<file path="src/rtl/ysyx_24080006_pkg.sv">
// Constants shared by the WBU and its register file: CSR addresses, the ecall cause code and the WBU state encoding.
package ysyx_24080006_pkg;

  localparam logic [11:0] CSR_MSTATUS   = 12'h300;
  localparam logic [11:0] CSR_MTVEC     = 12'h305;
  localparam logic [11:0] CSR_MEPC      = 12'h341;
  localparam logic [11:0] CSR_MCAUSE    = 12'h342;
  localparam logic [11:0] CSR_MINSTRET  = 12'hB02;
  localparam logic [11:0] CSR_MINSTRETH = 12'hB82;

  localparam int unsigned MCAUSE_ECALL_M = 11;

  typedef logic [1:0] wbu_state_t;
  localparam wbu_state_t WBU_IDLE     = 2'd0;
  localparam wbu_state_t WBU_COMMIT   = 2'd1;
  localparam wbu_state_t WBU_REDIRECT = 2'd2;

endpackage

</file>
<file path="src/rtl/ysyx_24080006_regfile.sv">
// GPR array: one write port, two combinational read ports, x0 reads as zero.
// Writes land at the clock edge; reads see current state only, with no bypass.
module ysyx_24080006_regfile
  import ysyx_24080006_pkg::*;
#(
  parameter int NR_REG = 16,
  parameter int XLEN   = 32
) (
  input  logic            clock,
  input  logic            reset,
  input  logic            we,
  input  logic [3:0]      waddr,
  input  logic [XLEN-1:0] wdata,
  input  logic [3:0]      raddr1,
  output logic [XLEN-1:0] rdata1,
  input  logic [3:0]      raddr2,
  output logic [XLEN-1:0] rdata2
);

  logic [XLEN-1:0] regs_q [NR_REG];
  logic [XLEN-1:0] regs_d [NR_REG];

  always_comb begin
    regs_d = regs_q;
    if (we && (waddr != 4'd0) && (int'(waddr) < NR_REG)) begin
      regs_d[waddr] = wdata;
    end
    regs_d[0] = '0;
  end

  always_ff @(posedge clock or negedge reset) begin
    if (!reset) begin
      for (int i = 0; i < NR_REG; i++) regs_q[i] <= '0;
    end else begin
      regs_q <= regs_d;
    end
  end

  assign rdata1 = ((raddr1 != 4'd0) && (int'(raddr1) < NR_REG)) ? regs_q[raddr1] : '0;
  assign rdata2 = ((raddr2 != 4'd0) && (int'(raddr2) < NR_REG)) ? regs_q[raddr2] : '0;

endmodule

</file>
<file path="src/rtl/ysyx_24080006_wbu.sv">
// Write-back unit: IDLE accepts one LSU result, COMMIT updates GPR/CSR state, REDIRECT holds the fetch PC until the IFU takes it.
// Redirect is valid 2 cycles after the LSU handshake; YSYX_24080006_WBU_MINSTRET_EN adds a 64-bit minstret counter.
module ysyx_24080006_wbu
  import ysyx_24080006_pkg::*;
#(
  parameter int NR_REG = 16,
  parameter int XLEN   = 32
) (
  input  logic            clock,
  input  logic            reset,
  input  logic            lsu_valid,
  output logic            lsu_ready,
  input  logic [XLEN-1:0] lsu_alu_res,
  input  logic [XLEN-1:0] lsu_dnpc,
  input  logic [XLEN-1:0] lsu_pc,
  input  logic [3:0]      lsu_rd_addr,
  input  logic            lsu_wb,
  input  logic [11:0]     lsu_csr_addr,
  input  logic            lsu_csr_we,
  input  logic [XLEN-1:0] lsu_csr_wdata,
  input  logic            lsu_ecall,
  input  logic            lsu_jump,
  input  logic            lsu_branch,
  output logic            ifu_valid,
  input  logic            ifu_ready,
  output logic [XLEN-1:0] ifu_dnpc,
  input  logic [3:0]      rs1_addr,
  input  logic [3:0]      rs2_addr,
  output logic [XLEN-1:0] rs1_data,
  output logic [XLEN-1:0] rs2_data,
  input  logic [11:0]     csr_raddr,
  output logic [XLEN-1:0] csr_rdata
);

  wbu_state_t      state_q, state_d;
  logic [XLEN-1:0] alu_q, alu_d, dnpc_q, dnpc_d, pc_q, pc_d, csr_wdata_q, csr_wdata_d;
  logic [3:0]      rd_q, rd_d;
  logic [11:0]     csr_addr_q, csr_addr_d;
  logic            wb_q, wb_d, csr_we_q, csr_we_d, ecall_q, ecall_d;
  logic            ifu_valid_q, ifu_valid_d;
  logic [XLEN-1:0] ifu_dnpc_q, ifu_dnpc_d;
  logic [XLEN-1:0] mstatus_q, mstatus_d, mtvec_q, mtvec_d, mepc_q, mepc_d, mcause_q, mcause_d;
  logic            commit;
  logic            unused_info;

  assign commit      = (state_q == WBU_COMMIT);
  assign lsu_ready   = (state_q == WBU_IDLE);
  assign ifu_valid   = ifu_valid_q;
  assign ifu_dnpc    = ifu_dnpc_q;
  assign unused_info = lsu_jump ^ lsu_branch;

  always_comb begin
    state_d     = state_q;
    alu_d       = alu_q;
    dnpc_d      = dnpc_q;
    pc_d        = pc_q;
    rd_d        = rd_q;
    wb_d        = wb_q;
    csr_addr_d  = csr_addr_q;
    csr_we_d    = csr_we_q;
    csr_wdata_d = csr_wdata_q;
    ecall_d     = ecall_q;
    ifu_valid_d = ifu_valid_q;
    ifu_dnpc_d  = ifu_dnpc_q;
    mstatus_d   = mstatus_q;
    mtvec_d     = mtvec_q;
    mepc_d      = mepc_q;
    mcause_d    = mcause_q;
    case (state_q)
      WBU_IDLE: begin
        if (lsu_valid) begin
          alu_d       = lsu_alu_res;
          dnpc_d      = lsu_dnpc;
          pc_d        = lsu_pc;
          rd_d        = lsu_rd_addr;
          wb_d        = lsu_wb;
          csr_addr_d  = lsu_csr_addr;
          csr_we_d    = lsu_csr_we;
          csr_wdata_d = lsu_csr_wdata;
          ecall_d     = lsu_ecall;
          state_d     = WBU_COMMIT;
        end
      end
      WBU_COMMIT: begin
        if (csr_we_q) begin
          case (csr_addr_q)
            CSR_MSTATUS: mstatus_d = csr_wdata_q;
            CSR_MTVEC:   mtvec_d   = csr_wdata_q;
            CSR_MEPC:    mepc_d    = csr_wdata_q;
            CSR_MCAUSE:  mcause_d  = csr_wdata_q;
            default:     ;
          endcase
        end
        // ecall is applied last so it overrides a same-commit write to mepc/mcause
        if (ecall_q) begin
          mepc_d   = pc_q;
          mcause_d = XLEN'(MCAUSE_ECALL_M);
        end
        ifu_dnpc_d  = ecall_q ? mtvec_q : dnpc_q;
        ifu_valid_d = 1'b1;
        state_d     = WBU_REDIRECT;
      end
      WBU_REDIRECT: begin
        if (ifu_ready) begin
          ifu_valid_d = 1'b0;
          state_d     = WBU_IDLE;
        end
      end
      default: state_d = WBU_IDLE;
    endcase
  end

  always_ff @(posedge clock or negedge reset) begin
    if (!reset) begin
      state_q     <= WBU_IDLE;
      alu_q       <= '0;
      dnpc_q      <= '0;
      pc_q        <= '0;
      rd_q        <= '0;
      wb_q        <= 1'b0;
      csr_addr_q  <= '0;
      csr_we_q    <= 1'b0;
      csr_wdata_q <= '0;
      ecall_q     <= 1'b0;
      ifu_valid_q <= 1'b0;
      ifu_dnpc_q  <= '0;
      mstatus_q   <= '0;
      mtvec_q     <= '0;
      mepc_q      <= '0;
      mcause_q    <= '0;
    end else begin
      state_q     <= state_d;
      alu_q       <= alu_d;
      dnpc_q      <= dnpc_d;
      pc_q        <= pc_d;
      rd_q        <= rd_d;
      wb_q        <= wb_d;
      csr_addr_q  <= csr_addr_d;
      csr_we_q    <= csr_we_d;
      csr_wdata_q <= csr_wdata_d;
      ecall_q     <= ecall_d;
      ifu_valid_q <= ifu_valid_d;
      ifu_dnpc_q  <= ifu_dnpc_d;
      mstatus_q   <= mstatus_d;
      mtvec_q     <= mtvec_d;
      mepc_q      <= mepc_d;
      mcause_q    <= mcause_d;
    end
  end

`ifdef YSYX_24080006_WBU_MINSTRET_EN
  logic [63:0] minstret_q, minstret_d;

  always_comb begin
    minstret_d = minstret_q + (commit ? 64'd1 : 64'd0);
  end

  always_ff @(posedge clock or negedge reset) begin
    if (!reset) minstret_q <= '0;
    else        minstret_q <= minstret_d;
  end
`endif

  always_comb begin
    csr_rdata = '0;
    case (csr_raddr)
      CSR_MSTATUS:   csr_rdata = mstatus_q;
      CSR_MTVEC:     csr_rdata = mtvec_q;
      CSR_MEPC:      csr_rdata = mepc_q;
      CSR_MCAUSE:    csr_rdata = mcause_q;
`ifdef YSYX_24080006_WBU_MINSTRET_EN
      CSR_MINSTRET:  csr_rdata = XLEN'(minstret_q[31:0]);
      CSR_MINSTRETH: csr_rdata = XLEN'(minstret_q[63:32]);
`endif
      default:       csr_rdata = '0;
    endcase
  end

  ysyx_24080006_regfile #(
    .NR_REG (NR_REG),
    .XLEN   (XLEN)
  ) u_regfile (
    .clock  (clock),
    .reset  (reset),
    .we     (commit && wb_q),
    .waddr  (rd_q),
    .wdata  (alu_q),
    .raddr1 (rs1_addr),
    .rdata1 (rs1_data),
    .raddr2 (rs2_addr),
    .rdata2 (rs2_data)
  );

endmodule

</file>
<file path="config.mk">
export PLATFORM = sky130hd
export DESIGN_NAME = ysyx_24080006_wbu
export DESIGN_NICKNAME = d
export VERILOG_FILES = /design/src/rtl/ysyx_24080006_pkg.sv /design/src/rtl/ysyx_24080006_regfile.sv /design/src/rtl/ysyx_24080006_wbu.sv
export SDC_FILE = /design/constraint.sdc
export NUM_CORES = 1
export LEC_CHECK = 0
export BUFFER_PORTS_ARGS = -buffer_cell sky130_fd_sc_hd__buf_2
export CAP_MARGIN = 20
export CORE_MARGIN = 2
export CORE_UTILIZATION = 53
export CTS_BUF_LIST = sky130_fd_sc_hd__clkbuf_16
export DETAILED_ROUTE_END_ITERATION = 10
export PLACE_DENSITY = 0.71
export SYNTH_ARGS = -nofsm -noshare
export SYNTH_HDL_FRONTEND = slang
export SYNTH_SLANG_ARGS = --single-unit
</file>
<file path="constraint.sdc">
create_clock -name clock -period 3.8 [get_ports clock]
set_input_delay 0.19 -clock clock [delete_from_list [all_inputs] [get_ports clock]]
set_output_delay 0.19 -clock clock [all_outputs]
set_load 0.05 [all_outputs]
</file>
======== After elaboration in Yosys (flattened, before gate mapping) ========
Cells that the tools add are included.
word-level totals
  register bits ........................... 790
  input bits .............................. 173
  output and inout port bits .............. 130
  word-level logic and storage cells ...... 92
operators by class
  order comparisons ....................... 4
  eq/ne operators ......................... 12
  mux-type cells .......................... 24
  bitwise logic cells ..................... 3
  reductions and logical operators ........ 18
operator list
  operator              number
  $bwmux 512            1
  $mux 32               14
  $bmux 32 s4           2
  $demux 32 s4          1
  $pmux 32 s4           1
  $eq 12x10->1 const B  8
  $ge 5x5->1 const B    3
  $not 4->5             3
  $reduce_and 3->1      4
  $reduce_bool 4->1     3
  $reduce_bool 2->1     4
  $pmux 2 s3            1
  $reduce_and 2->1      3
  $lt 5x1->1 const B    1
  $mux 2                2
  $ne 2x2->1 const B    2
  $logic_and 1x1->1     3
  $eq 2x1->1 const B    1
  $eq 2x2->1 const B    1
  $logic_not 2->1       1
  $pmux 1 s2            1
  $mux 1                1

======== Logic depth before layout (Yosys ltp) ========
Gate-level depths: netlist of the first run.
  word-level depth ........................ 6
  gate-level depth with buffers ........... 8
  gate-level depth less buffers ........... 4

======== By module ========
A second synthesis of the first run with hierarchy kept.
unflattened totals
  cell total of the unflattened synthesis .. 2909
  area, all modules ....................... 39784.4 µm²
modules (own cells, without submodules)
  module                 instances  cells an instance  area an instance (µm²)  seq. area each (µm²)
  ysyx_24080006_regfile  1          1898               26232.7                 12011.5
  ysyx_24080006_wbu      1          1011               13551.7                 7757.4

======== Least setup slack after synthesis of the first run ========
Ideal clock, no wire load.
  kind .................................... input port to output port
  start ................................... in rs1_addr[0]
  end ..................................... out rs1_data[17]
  data arrival time ....................... 2.407 ns
  data required time ...................... 3.610 ns
  setup slack ............................. 1.203 ns
  stages .................................. 8
  path buffers ............................ 4
  cell sequence ........................... buf_4 buf_6 buf_4 buf_2 mux2i_1 a22oi_1 mux2i_1 o21ai_0
between the ends
  longest elaborated chain between the ends .. 5
  elaborated cells between the ends (all ways) .. 6
  classes of those cells .................. 4 x mux; 1 x bitwise; 1 x reduce/logical
RTL lines
  item                                        RTL line                     source
  start: declaration                          ysyx_24080006_wbu.sv:27      input logic [3:0] rs1_addr,
  $not 4->5 (implied by the code)             ysyx_24080006_regfile.sv:39  assign rdata1 = ((raddr1 != 4'd0) && (int'(raddr1) < NR_REG)) ? regs_q[raddr1] : '0;
  $bmux 32 s4                                 ysyx_24080006_regfile.sv:39
  $mux 32 (implied by the code) (2 in a row)  ysyx_24080006_regfile.sv:39
  $mux 32 *                                   ysyx_24080006_regfile.sv:39
  end: declaration                            ysyx_24080006_wbu.sv:29      output logic [XLEN-1:0] rs1_data,
Every way passes the cells marked *; elsewhere a longest branch is shown, timed or not. The select of a mux whose other input is x is not followed.

======== Worst setup path after layout of the first run ========
  start ................................... reg state_q[1]
  end ..................................... reg u_regfile.regs_q[422] (netlist name)
between the ends
  longest elaborated chain between the ends .. 3
RTL lines
  item                      RTL line                     source
  start: declaration        ysyx_24080006_wbu.sv:35      wbu_state_t state_q, state_d;
  start signal: assignment  ysyx_24080006_wbu.sv:132     state_q <= state_d;
  $eq 2x1->1                ysyx_24080006_wbu.sv:46      assign commit = (state_q == WBU_COMMIT);
  $logic_and 1x1->1         ysyx_24080006_wbu.sv:185     .we (commit && wb_q),
  $logic_and 1x1->1         ysyx_24080006_regfile.sv:25  if (we && (waddr != 4'd0) && (int'(waddr) < NR_REG)) begin
  end signal: assignment    ysyx_24080006_regfile.sv:35  regs_q <= regs_d;
  end: declaration          ysyx_24080006_regfile.sv:20  logic [XLEN-1:0] regs_q [NR_REG];
Every way passes these cells.
A chain may end at the register's enable or synchronous reset.

==> flow_summary.ini, run 1 <==
[yosys]
netlist_area_sq_um = 39500
yosysTopAreaCell = sky130_fd_sc_hd__dfrtp_1
syn_nets = 2946
synth.area.top_cells = sky130_fd_sc_hd__dfrtp_1 50%, sky130_fd_sc_hd__mux2_2 23%, sky130_fd_sc_hd__mux4_2 8.6%, sky130_fd_sc_hd__mux2i_1 2.4%, sky130_fd_sc_hd__mux2_4 2.3%
synth_flop_cell = sky130_fd_sc_hd__dfrtp_1
synthesis.area_per_instance_sq_um = 14.2
synth_enable_flop_cells = 0
post_synth_inst_count = 2773
postSynth.asyncResetShare = 1.00
yosys_register_bits = 790
post_synth_num_cell_types = 50
synth_warnings = 0
post_synthesis_sequential_area_ratio = 0.501
synth.top_cell.area_share = 0.501

[sta]
timing.max_slew.rel_slack = 0.324
post-route-period-util = 0.751
final_max_slew_viol_count = 0
final_hold_vios = 0
fin_ws_ns = 0.947
setup_viol_count_final = 0
clock.fmax_mhz = 350
final_worst_clock_skew_ns = 0.0198
fin_crit_period_ns = 2.85
pin_slew_with_the_least_headroom_to_its_limit_ns = 1.01
setup_total_negative_slack_ns = 0
rsz_0062_raised_after_global_routing = false

[power]
fin_total_pwr_w = 0.0345
comb_power_share = 0.322
power.share.switching = 0.344
p_switching_w = 0.0119
power_density_nw_per_um2 = 747
internal_power_w = 0.0227
vdd.ir_drop.worst_mv = 0.599
leakage_nw = 21.3
pwr-share-clk = 0.237
share_seq_of_total_power = 0.441

[clock_tree]
count_of_buffers_added_by_post_cts_timing_repair_for_setup = 0
sinks_on_clock_net = 790
cts_tree = yes
cts-htree-levels = 3
cts_made_buffers = 86
worstSkewPairLatency_ns = 0.65
cts-root-to-sink-buffers = 3
root_buffer = sky130_fd_sc_hd__clkbuf_16
clkSlewWorstSetupHoldPaths_ns = 0.06

[cells_and_area]
final_nets = 3309
final.fill_count = 5422
finish.cell_count_without_fillers = 4176
drive_gt1_frac = 0.480
area_growth_syn_to_layout_pct = 17.2

[global_route]
grt_max_degree = 106
first_global_vias = 29000
grt_pass1_wl_um = 174000
grt_antenna_before_repair = 6
grt_overall_usage = 0.294
gr-total-overflow = 0

[placement]
place.port_buffers = 300
globalplace.congestion = 0.815
post-place-ws_ns = 0.982
dp_hpwl_um = 66100
placed_cells_incl_taps = 3868

[drt]
first_iter_violations = 2253
met3_wirelength_um = 8000
met2_wirelength_um = 54500
via_density_per_instance = 6.39
ant_nets = 0
drt-total-wl_um = 112000
detail_route.wirelength.met1_um = 45100
post-route-drc-count = 0
drtPass1Iterations = 5
vias = 26700
dr.max_layer_used = met5
wire_per_inst_um = 26.8

[floorplan]
die_x_um = 277
starting_density_of_the_core = 0.533
rows = 100
floorplan.die_area_sq_um = 76700
core_area_sq_um = 74100
i_o_pins = 303
chipHeight_um = 277

[setup_path]
startpoint = state_q[1]
r2r_start = state_q[1]
crit_path_max_fanout = 17
worst_ep_required_time_ns = 4.30
setup.worst_path.start_class = flip-flop
worst_setup_path_end_kind = flip-flop
arrival_ns = 3.36
crit_type = reg2reg

[outcome]
status = finished, final reports clean

[flow_run]
cap_violations = 0

[worst_hold_path]
min_path_type = in2async
[path summary, 6_finish.rpt]
path	endpoint	slack (ns)	depth (start not counted)
worst max-delay path	u_regfile.regs_q[422]	0.95	5
worst min-delay path	alu_q[9]	0.22	2
worst max register to register	u_regfile.regs_q[422]	0.95	5
worst min register to register	ifu_dnpc[10]	0.48	2
max in group asynchronous	u_regfile.regs_q[19]	2.28	3
min in group clock	state_q[1]	0.29	3
[flip-flops by register name, summed over array words and instances (netlist names)]
signal,cells
u_regfile.regs_q,480
alu_q,32
csr_wdata_q,32
dnpc_q,32
ifu_dnpc,32
mcause_q,32
mepc_q,32
mstatus_q,32
mtvec_q,32
pc_q,32
csr_addr_q,12
rd_q,4
state_q,2
csr_we_q,1
ecall_q,1
ifu_valid,1
wb_q,1
[synth_stat cells (all sizes together) (3+ instances only)]
cell type and instances:
nand2 65, dfrtp 790, mux2 877, o21ai 73, a21oi 33, nand4 3
a22oi 44, nand2b 8, a32oi 20, nor2 15, inv 39, mux4 150
or4 3, mux2i 94, nor3b 3, nand3b 33, nor2b 19, nand3 34
clkbuf 132, nor3 4, o21a 20, o221ai 52, buf 125, a221o 45
a22o 71
[kinds of logic after synthesis]
group	share of synthesized area
mux	0.365
flops	0.501
compound gates	0.0695
buf+inv	0.0343
simple gates	0.0299
[layer usage]
metal,vias up,global-route usage
met1,14000,0.382
met5,-,0
met4,8,0.118
met3,279,0.0594
li1,11200,-
met2,1145,0.485
[what timing repair did]
item / 4_1_cts / 5_1_grt
resized for setup: 0 / 0
hold buffers: 149 / 0
endpoints found under the hold margin: 238 / 0
[worst max-delay path, cell delays in order, from the launching register on]
cell	delay, ns
sky130_fd_sc_hd__dfrtp_1	0.43
sky130_fd_sc_hd__and2b_2	0.34
sky130_fd_sc_hd__nand4b_1	0.28
sky130_fd_sc_hd__or3_2	0.85
sky130_fd_sc_hd__buf_4	0.40
sky130_fd_sc_hd__mux2_1	0.38
[metrics by stage]
stage / area [sq um] / util / hold slack (ns)
5_1_grt: 46200 / 0.624 / 0.289
3_5_place_dp: 42000 / 0.567 / 0.343
3_3_place_gp: 42000 / 0.567 / 0.322
2_1_floorplan: 39500 / - / -0.106
4_1_cts: 46200 / 0.624 / 0.257
6_report: 46300 / 0.624 / 0.216
[power groups by stage]
stage	registers (W)	logic, W	clock network [W]
after global routing	0.0157	0.0119	0.00866
after floorplan	0.0142	0.00881	0
after CTS	0.0151	0.0112	0.00833
after global placement	0.0148	0.0106	0
final	0.0152	0.0111	0.00820
after detailed placement	0.0152	0.0110	0
[cell type report]
class | count | area, sq um | share of cell area
diodes | 3 | 7.51 | 0.000162
clock buffers | 86 | 2150 | 0.0465
clock inverters | 70 | 574 | 0.0124
inverters | 39 | 146 | 0.00317
multi-input cells | 1687 | 18500 | 0.400
flip-flops and latches | 790 | 19800 | 0.428
well taps | 969 | 1210 | 0.0262
repair buffers | 532 | 3900 | 0.0843
[layout by cell type, fill, tap and decap left out, drive strengths merged, types with 52 or more instances in the layout]
| cell type | instances |
|---|---|
| dlygate4sd3 | 149 |
| dfrtp | 790 |
| mux2i | 94 |
| buf | 381 |
| nand2 | 65 |
| a22o | 71 |
| clkbuf | 88 |
| mux4 | 150 |
| mux2 | 877 |
| o221ai | 52 |
| inv | 59 |
| o21ai | 73 |
Note: power is estimated with default switching activity, not from simulation.
==> inputs of run 2 (changes only) <==
PLACE_DENSITY = 0.74   (was 0.71)
clock period = 2.32 ns   (was 3.8 ns; I/O delays follow)
==> run 2 against run 1 <==
  * The run now ends with negative setup slack left
  * Global-route usage increased by 0.95 points
  * Combinational power increased by 84%
  * Sequential share of layout area decreased by 1.7 points
  * Sequential power increased by 64%
  * Final cell count increased by 2.3%
  * Register-to-register slack got worse by 0.90 ns
  * Clock power increased by 59%
  * Hold slack got worse by 0.066 ns
  * Critical path type is now reg2out
  * Largest power group unchanged
==> flow_summary.ini, run 2 (synthesized netlist as in run 1, its figures left out) <==
[drt]
first_iter_violations = 2615
drtPass1Iterations = 7
ant_nets = 0
drt-total-wl_um = 116000
vias = 27600
wire_per_inst_um = 27.2
via_density_per_instance = 6.46
post-route-drc-count = 0

[sta]
final_hold_vios = 0
final_worst_clock_skew_ns = 0.0325
clock.fmax_mhz = 399
pin_slew_with_the_least_headroom_to_its_limit_ns = 0.879
timing.max_slew.rel_slack = 0.412
post-route-period-util = 1.08
fin_ws_ns = -0.189
setup_viol_count_final = 7
fin_crit_period_ns = 2.51
final_max_slew_viol_count = 0
rsz_0062_raised_after_global_routing = true

[power]
comb_power_share = 0.349
p_switching_w = 0.0202
pwr-share-clk = 0.223
power_density_nw_per_um2 = 1210
leakage_nw = 22.1
vdd.ir_drop.worst_mv = 0.845
internal_power_w = 0.0382
power.share.switching = 0.345
share_seq_of_total_power = 0.428

[setup_path]
worst_setup_path_end_kind = primary output
timing.reg2reg.setup_slack_ns = 0.05
startpoint = u_regfile.regs_q[287]
setup.worst_path.start_class = flip-flop
crit_cells = 5
critical_path.reg2reg.endpoint = mtvec_q[10]
cp_num_buf_inv = 1
crit_path_max_fanout = 3
setup.worst_path.end = rs2_data[31]
r2r_start = state_q[1]
critPathTopFamily = compound AO/OA/AOI/OAI gates
arrival_ns = 2.39
worst_ep_required_time_ns = 2.20
r2r_cells = 7
cpPeakStageDelay_ns = 0.48
crit_type = reg2out
crit_path_cell_trace = mux4_2 > nor2b_4 > a31o_2 > a221o_1 > buf_12
critical_path.slowest_cell = sky130_fd_sc_hd__mux4_2

[clock_tree]
clkSlewWorstSetupHoldPaths_ns = 0.06
worstSkewPairLatency_ns = 0.64
cts-root-to-sink-buffers = 3
cts-htree-levels = 3
root_buffer = sky130_fd_sc_hd__clkbuf_16
cts_tree = yes
cts_made_buffers = 85
sinks_on_clock_net = 790

[cells_and_area]
layout.cells.most_common = sky130_fd_sc_hd__mux2_2
commonest_non_fill_non_tap_cells_in_the_layout = 795 x sky130_fd_sc_hd__mux2_2, 789 x sky130_fd_sc_hd__dfrtp_1, 238 x sky130_fd_sc_hd__buf_2
drive_gt1_frac = 0.504
final_nets = 3410
largest_reg_by_ff_count = u_regfile.regs_q
layout.core_utilization = 0.650
layout.cell_area.non_filler_sq_um = 48100
area_growth_syn_to_layout_pct = 22.0
largest_register_ff_count = 480

[flow_run]
cap_violations = 0

[global_route]
gr-total-overflow = 0
grt_antenna_before_repair = 6
grt_pass1_wl_um = 180000
grt_max_degree = 124
grt_overall_usage = 0.303
first_global_vias = 29900

[outcome]
violations = negative setup slack
status = complete, but fails checks

[floorplan]
floorplan.die_area_sq_um = 76700
chipHeight_um = 277
starting_density_of_the_core = 0.533
die_x_um = 277
core_area_sq_um = 74100
i_o_pins = 303
rows = 100

[placement]
post_dp_area_sq_um = 43500
place.port_buffers = 300
dp_hpwl_um = 68700
globalplace.congestion = 0.837

[worst_hold_path]
min_path_type = in2reg
## run 2: worst min path at each step
stage	depth (start not counted)	endpoint	startpoint	slack (ns)
final	3	dnpc_q[12]	lsu_valid	0.15
after detailed placement	1	alu_q[9]	reset	0.00007
after CTS	3	pc_q[12]	lsu_valid	0.12
after floorplan	0	alu_q[0]	reset	-0.18
after global routing	3	dnpc_q[12]	lsu_valid	0.15
after global placement	1	alu_q[9]	reset	-0.003
## run 2: timing repair
item | in CTS | in global routing
endpoints found under the setup margin | 26 | 38
resized for setup | 31 | 57
hold endpoints to repair | 609 | 0
hold buffers | 150 | 0
gates cloned | 0 | 1
setup buffers | 27 | 10
pin swaps | 2 | 6
## run 2: cell type report
| class | instances | area (sq um) |
|---|---|---|
| well taps | 969 | 1210 |
| repair buffers | 634 | 5740 |
| inverters | 39 | 146 |
| multi-input cells | 1687 | 18600 |
| fillers | 5185 | 25900 |
| clock buffers | 88 | 2200 |
| clock inverters | 64 | 413 |
| diodes | 2 | 5.00 |
| flip-flops and latches | 790 | 19800 |
## run 2: tightest hold or removal path, delay by kind of cell
family / cells / cell delay, ns
multiplexers: 1 / 0.27
AND/OR/NAND/NOR: 1 / 0.26
buffers and inverters: 1 / 0.10
## run 2: metrics by stage
step	instances	setup TNS, ns	setup WS, ns	total power, W	hold slack [ns]
floorplan	2773	0	0.0802	0.0376	-0.180
global placement	3932	-0.0345	-0.0159	0.0428	-0.00285
detailed placement	3932	-0.0778	-0.0778	0.0442	0.0000651
CTS	4260	-0.583	-0.188	0.0580	0.119
global route	4272	-1.53	-0.252	0.0612	0.151
finish	4273	-0.423	-0.189	0.0584	0.150
## run 2: per-layer routing
metal / GRT usage / vias to the layer above / share of wire
met1: 0.396 / 14500 / 0.40
met5: 0 / - / 0.00056
li1: - / 11400 / -
met3: 0.0618 / 287 / 0.079
met2: 0.498 / 1318 / 0.49
met4: 0.123 / 10 / 0.039
## run 2: power by group through the flow
stage                     clock, W  combinational, W  sequential [W]
after floorplan                  0            0.0145          0.0232
after global placement           0            0.0186          0.0241
after detailed placement         0            0.0193          0.0249
after CTS                   0.0132            0.0201          0.0247
after global routing        0.0138            0.0217          0.0257
final                       0.0130            0.0204          0.0250
==> inputs of run 3 (changes only) <==
MAX_ROUTING_LAYER = met4   (was not set)
==> run 3 against run 2 <==
  * The flow still finishes with violations (negative setup slack)
  * Die area did not move
  * Worst setup slack worse by 0.00050 ns
  * Non-clock buffer count did not move
  * Clock skew up 0.0016 ns
  * First-iteration DRC count up 1.8%
  * Sequential cell count unchanged
  * Global-route usage is 0.94 points higher
  * Via count increased by 0.40%
  * Utilization hardly changed
  * Final cell count increased by 0.14%
  * Register-to-register slack barely moved
  * Highest routed layer is now met4
==> flow_summary.ini, run 3 (synthesized netlist as in run 1, its figures left out) <==
[setup_path]
crit_type = reg2out
critical_path.slowest_cell = sky130_fd_sc_hd__mux4_2
arrival_ns = 2.39
crit_path_cell_trace = mux4_2 > nor2b_4 > a31o_2 > a221o_1 > buf_12
worst_setup_path_end_kind = primary output
crit_path_max_fanout = 3
timing.reg2reg.setup_slack_ns = 0.06
setup.worst_path.start_class = flip-flop
worst_ep_required_time_ns = 2.20
cpPeakStageDelay_ns = 0.47

[drt]
drt-total-wl_um = 116000
vias = 27700
wire_per_inst_um = 27.2
first_iter_violations = 2663
via_density_per_instance = 6.48
drtPass1Iterations = 5
post-route-drc-count = 0
ant_nets = 0

[power]
leakage_nw = 22.1
fin_total_pwr_w = 0.0584
p_switching_w = 0.0202
vdd.ir_drop.worst_mv = 0.850
comb_power_share = 0.349
share_seq_of_total_power = 0.428
power.share.switching = 0.345
pwr-share-clk = 0.223
power_density_nw_per_um2 = 1210
internal_power_w = 0.0382

[clock_tree]
cts_tree = yes
sinks_on_clock_net = 790
cts-htree-levels = 3
cts-root-to-sink-buffers = 3
root_buffer = sky130_fd_sc_hd__clkbuf_16
cts_made_buffers = 85
clkSlewWorstSetupHoldPaths_ns = 0.06
worstSkewPairLatency_ns = 0.64

[floorplan]
core_area_sq_um = 74100
starting_density_of_the_core = 0.533
i_o_pins = 303
rows = 100
die_x_um = 277
floorplan.die_area_sq_um = 76700
chipHeight_um = 277

[sta]
final_max_slew_viol_count = 0
post-route-period-util = 1.08
final_hold_vios = 0
final_worst_clock_skew_ns = 0.0342
timing.max_slew.rel_slack = 0.423
fin_ws_ns = -0.189
clock.fmax_mhz = 399
setup_viol_count_final = 8
rsz_0062_raised_after_global_routing = true
fin_crit_period_ns = 2.51
pin_slew_with_the_least_headroom_to_its_limit_ns = 0.862

[global_route]
first_global_vias = 30000
grt_antenna_before_repair = 6
grt_pass1_wl_um = 180000
gr-total-overflow = 0
grt_max_degree = 124
grt_overall_usage = 0.313

[cells_and_area]
final_nets = 3410
layout.core_utilization = 0.650
drive_gt1_frac = 0.504
largest_register_ff_count = 480
final.fill_count = 5181
layout.cells.most_common = sky130_fd_sc_hd__mux2_2
area_growth_syn_to_layout_pct = 22.0
largest_reg_by_ff_count = u_regfile.regs_q
commonest_non_fill_non_tap_cells_in_the_layout = 795 x sky130_fd_sc_hd__mux2_2, 789 x sky130_fd_sc_hd__dfrtp_1, 238 x sky130_fd_sc_hd__buf_2
layout.cell_area.non_filler_sq_um = 48100

[worst_hold_path]
min_path_type = in2reg

[outcome]
violations = negative setup slack
status = complete, but fails checks

[placement]
place.port_buffers = 300
post_dp_area_sq_um = 43500
dp_hpwl_um = 68700
globalplace.congestion = 0.850

[flow_run]
cap_violations = 0
[run 3: changes by cell type in the layout (fill, tap and decap cells not counted), sizes merged]
cell / delta
diode: +6
[run 3: path summary, 6_finish.rpt]
check,start,end,cells after the start
worst max-delay path,u_regfile.regs_q[287],rs2_data[31],5
worst min-delay path,lsu_valid,dnpc_q[12],3
worst max register to register,state_q[1],mtvec_q[10],7
worst min register to register,ifu_dnpc[9],ifu_dnpc[9],2
max in group asynchronous,reset,alu_q[3],3
min in group asynchronous,reset,u_regfile.regs_q[456],3
[run 3: timing repair]
action,4_1_cts,5_1_grt
endpoints found under the hold margin,609,0
cloned,0,1
setup buffers,27,10
gates resized for setup,31,57
setup endpoints to repair,26,38
hold buffers,150,0
pin swaps,2,6
[run 3: worst max-delay path: cells and delay by family (launching register included)]
kind	cells	cell delay [ns]
buffers and inverters	1	0.18
and+or+nand+nor	1	0.13
AOI/OAI and AO/OA	2	0.59
DFF	1	0.39
muxes	1	0.47
[run 3: through the flow]
stage	std cells	setup TNS, ns	hold slack (ns)	setup slack [ns]
2_1_floorplan	2773	0	-0.180	0.0802
3_3_place_gp	3932	-0.0345	-0.00285	-0.0159
3_5_place_dp	3932	-0.0778	0.0000651	-0.0778
4_1_cts	4260	-0.583	0.119	-0.188
5_1_grt	4277	-1.56	0.151	-0.252
6_report	4279	-0.419	0.150	-0.189
[run 3: power by group through the flow]
stage	clock, W	combinational (W)	sequential [W]
2_1_floorplan	0	0.0145	0.0232
3_3_place_gp	0	0.0186	0.0241
3_5_place_dp	0	0.0193	0.0249
4_1_cts	0.0132	0.0201	0.0247
5_1_grt	0.0138	0.0217	0.0257
6_report	0.0130	0.0204	0.0250
[run 3: per-layer routing]
layer,part of all wire,up-vias,track usage
met5,0,-,-
met4,0.039,0,0.121
li1,-,11500,-
met3,0.083,299,0.0588
met1,0.39,14600,0.398
met2,0.49,1367,0.500
[run 3: final cells by class]
class                      count  area, sq um  area share
timing repair buffer         634         5740       0.119
multi-input combinational   1687        18600       0.387
inverter                      39          146     0.00304
clock inverter                64          413     0.00858
tap                          969         1210      0.0252
antenna                        8         20.0    0.000416
sequential                   790        19800       0.411
clock buffer                  88         2200      0.0457
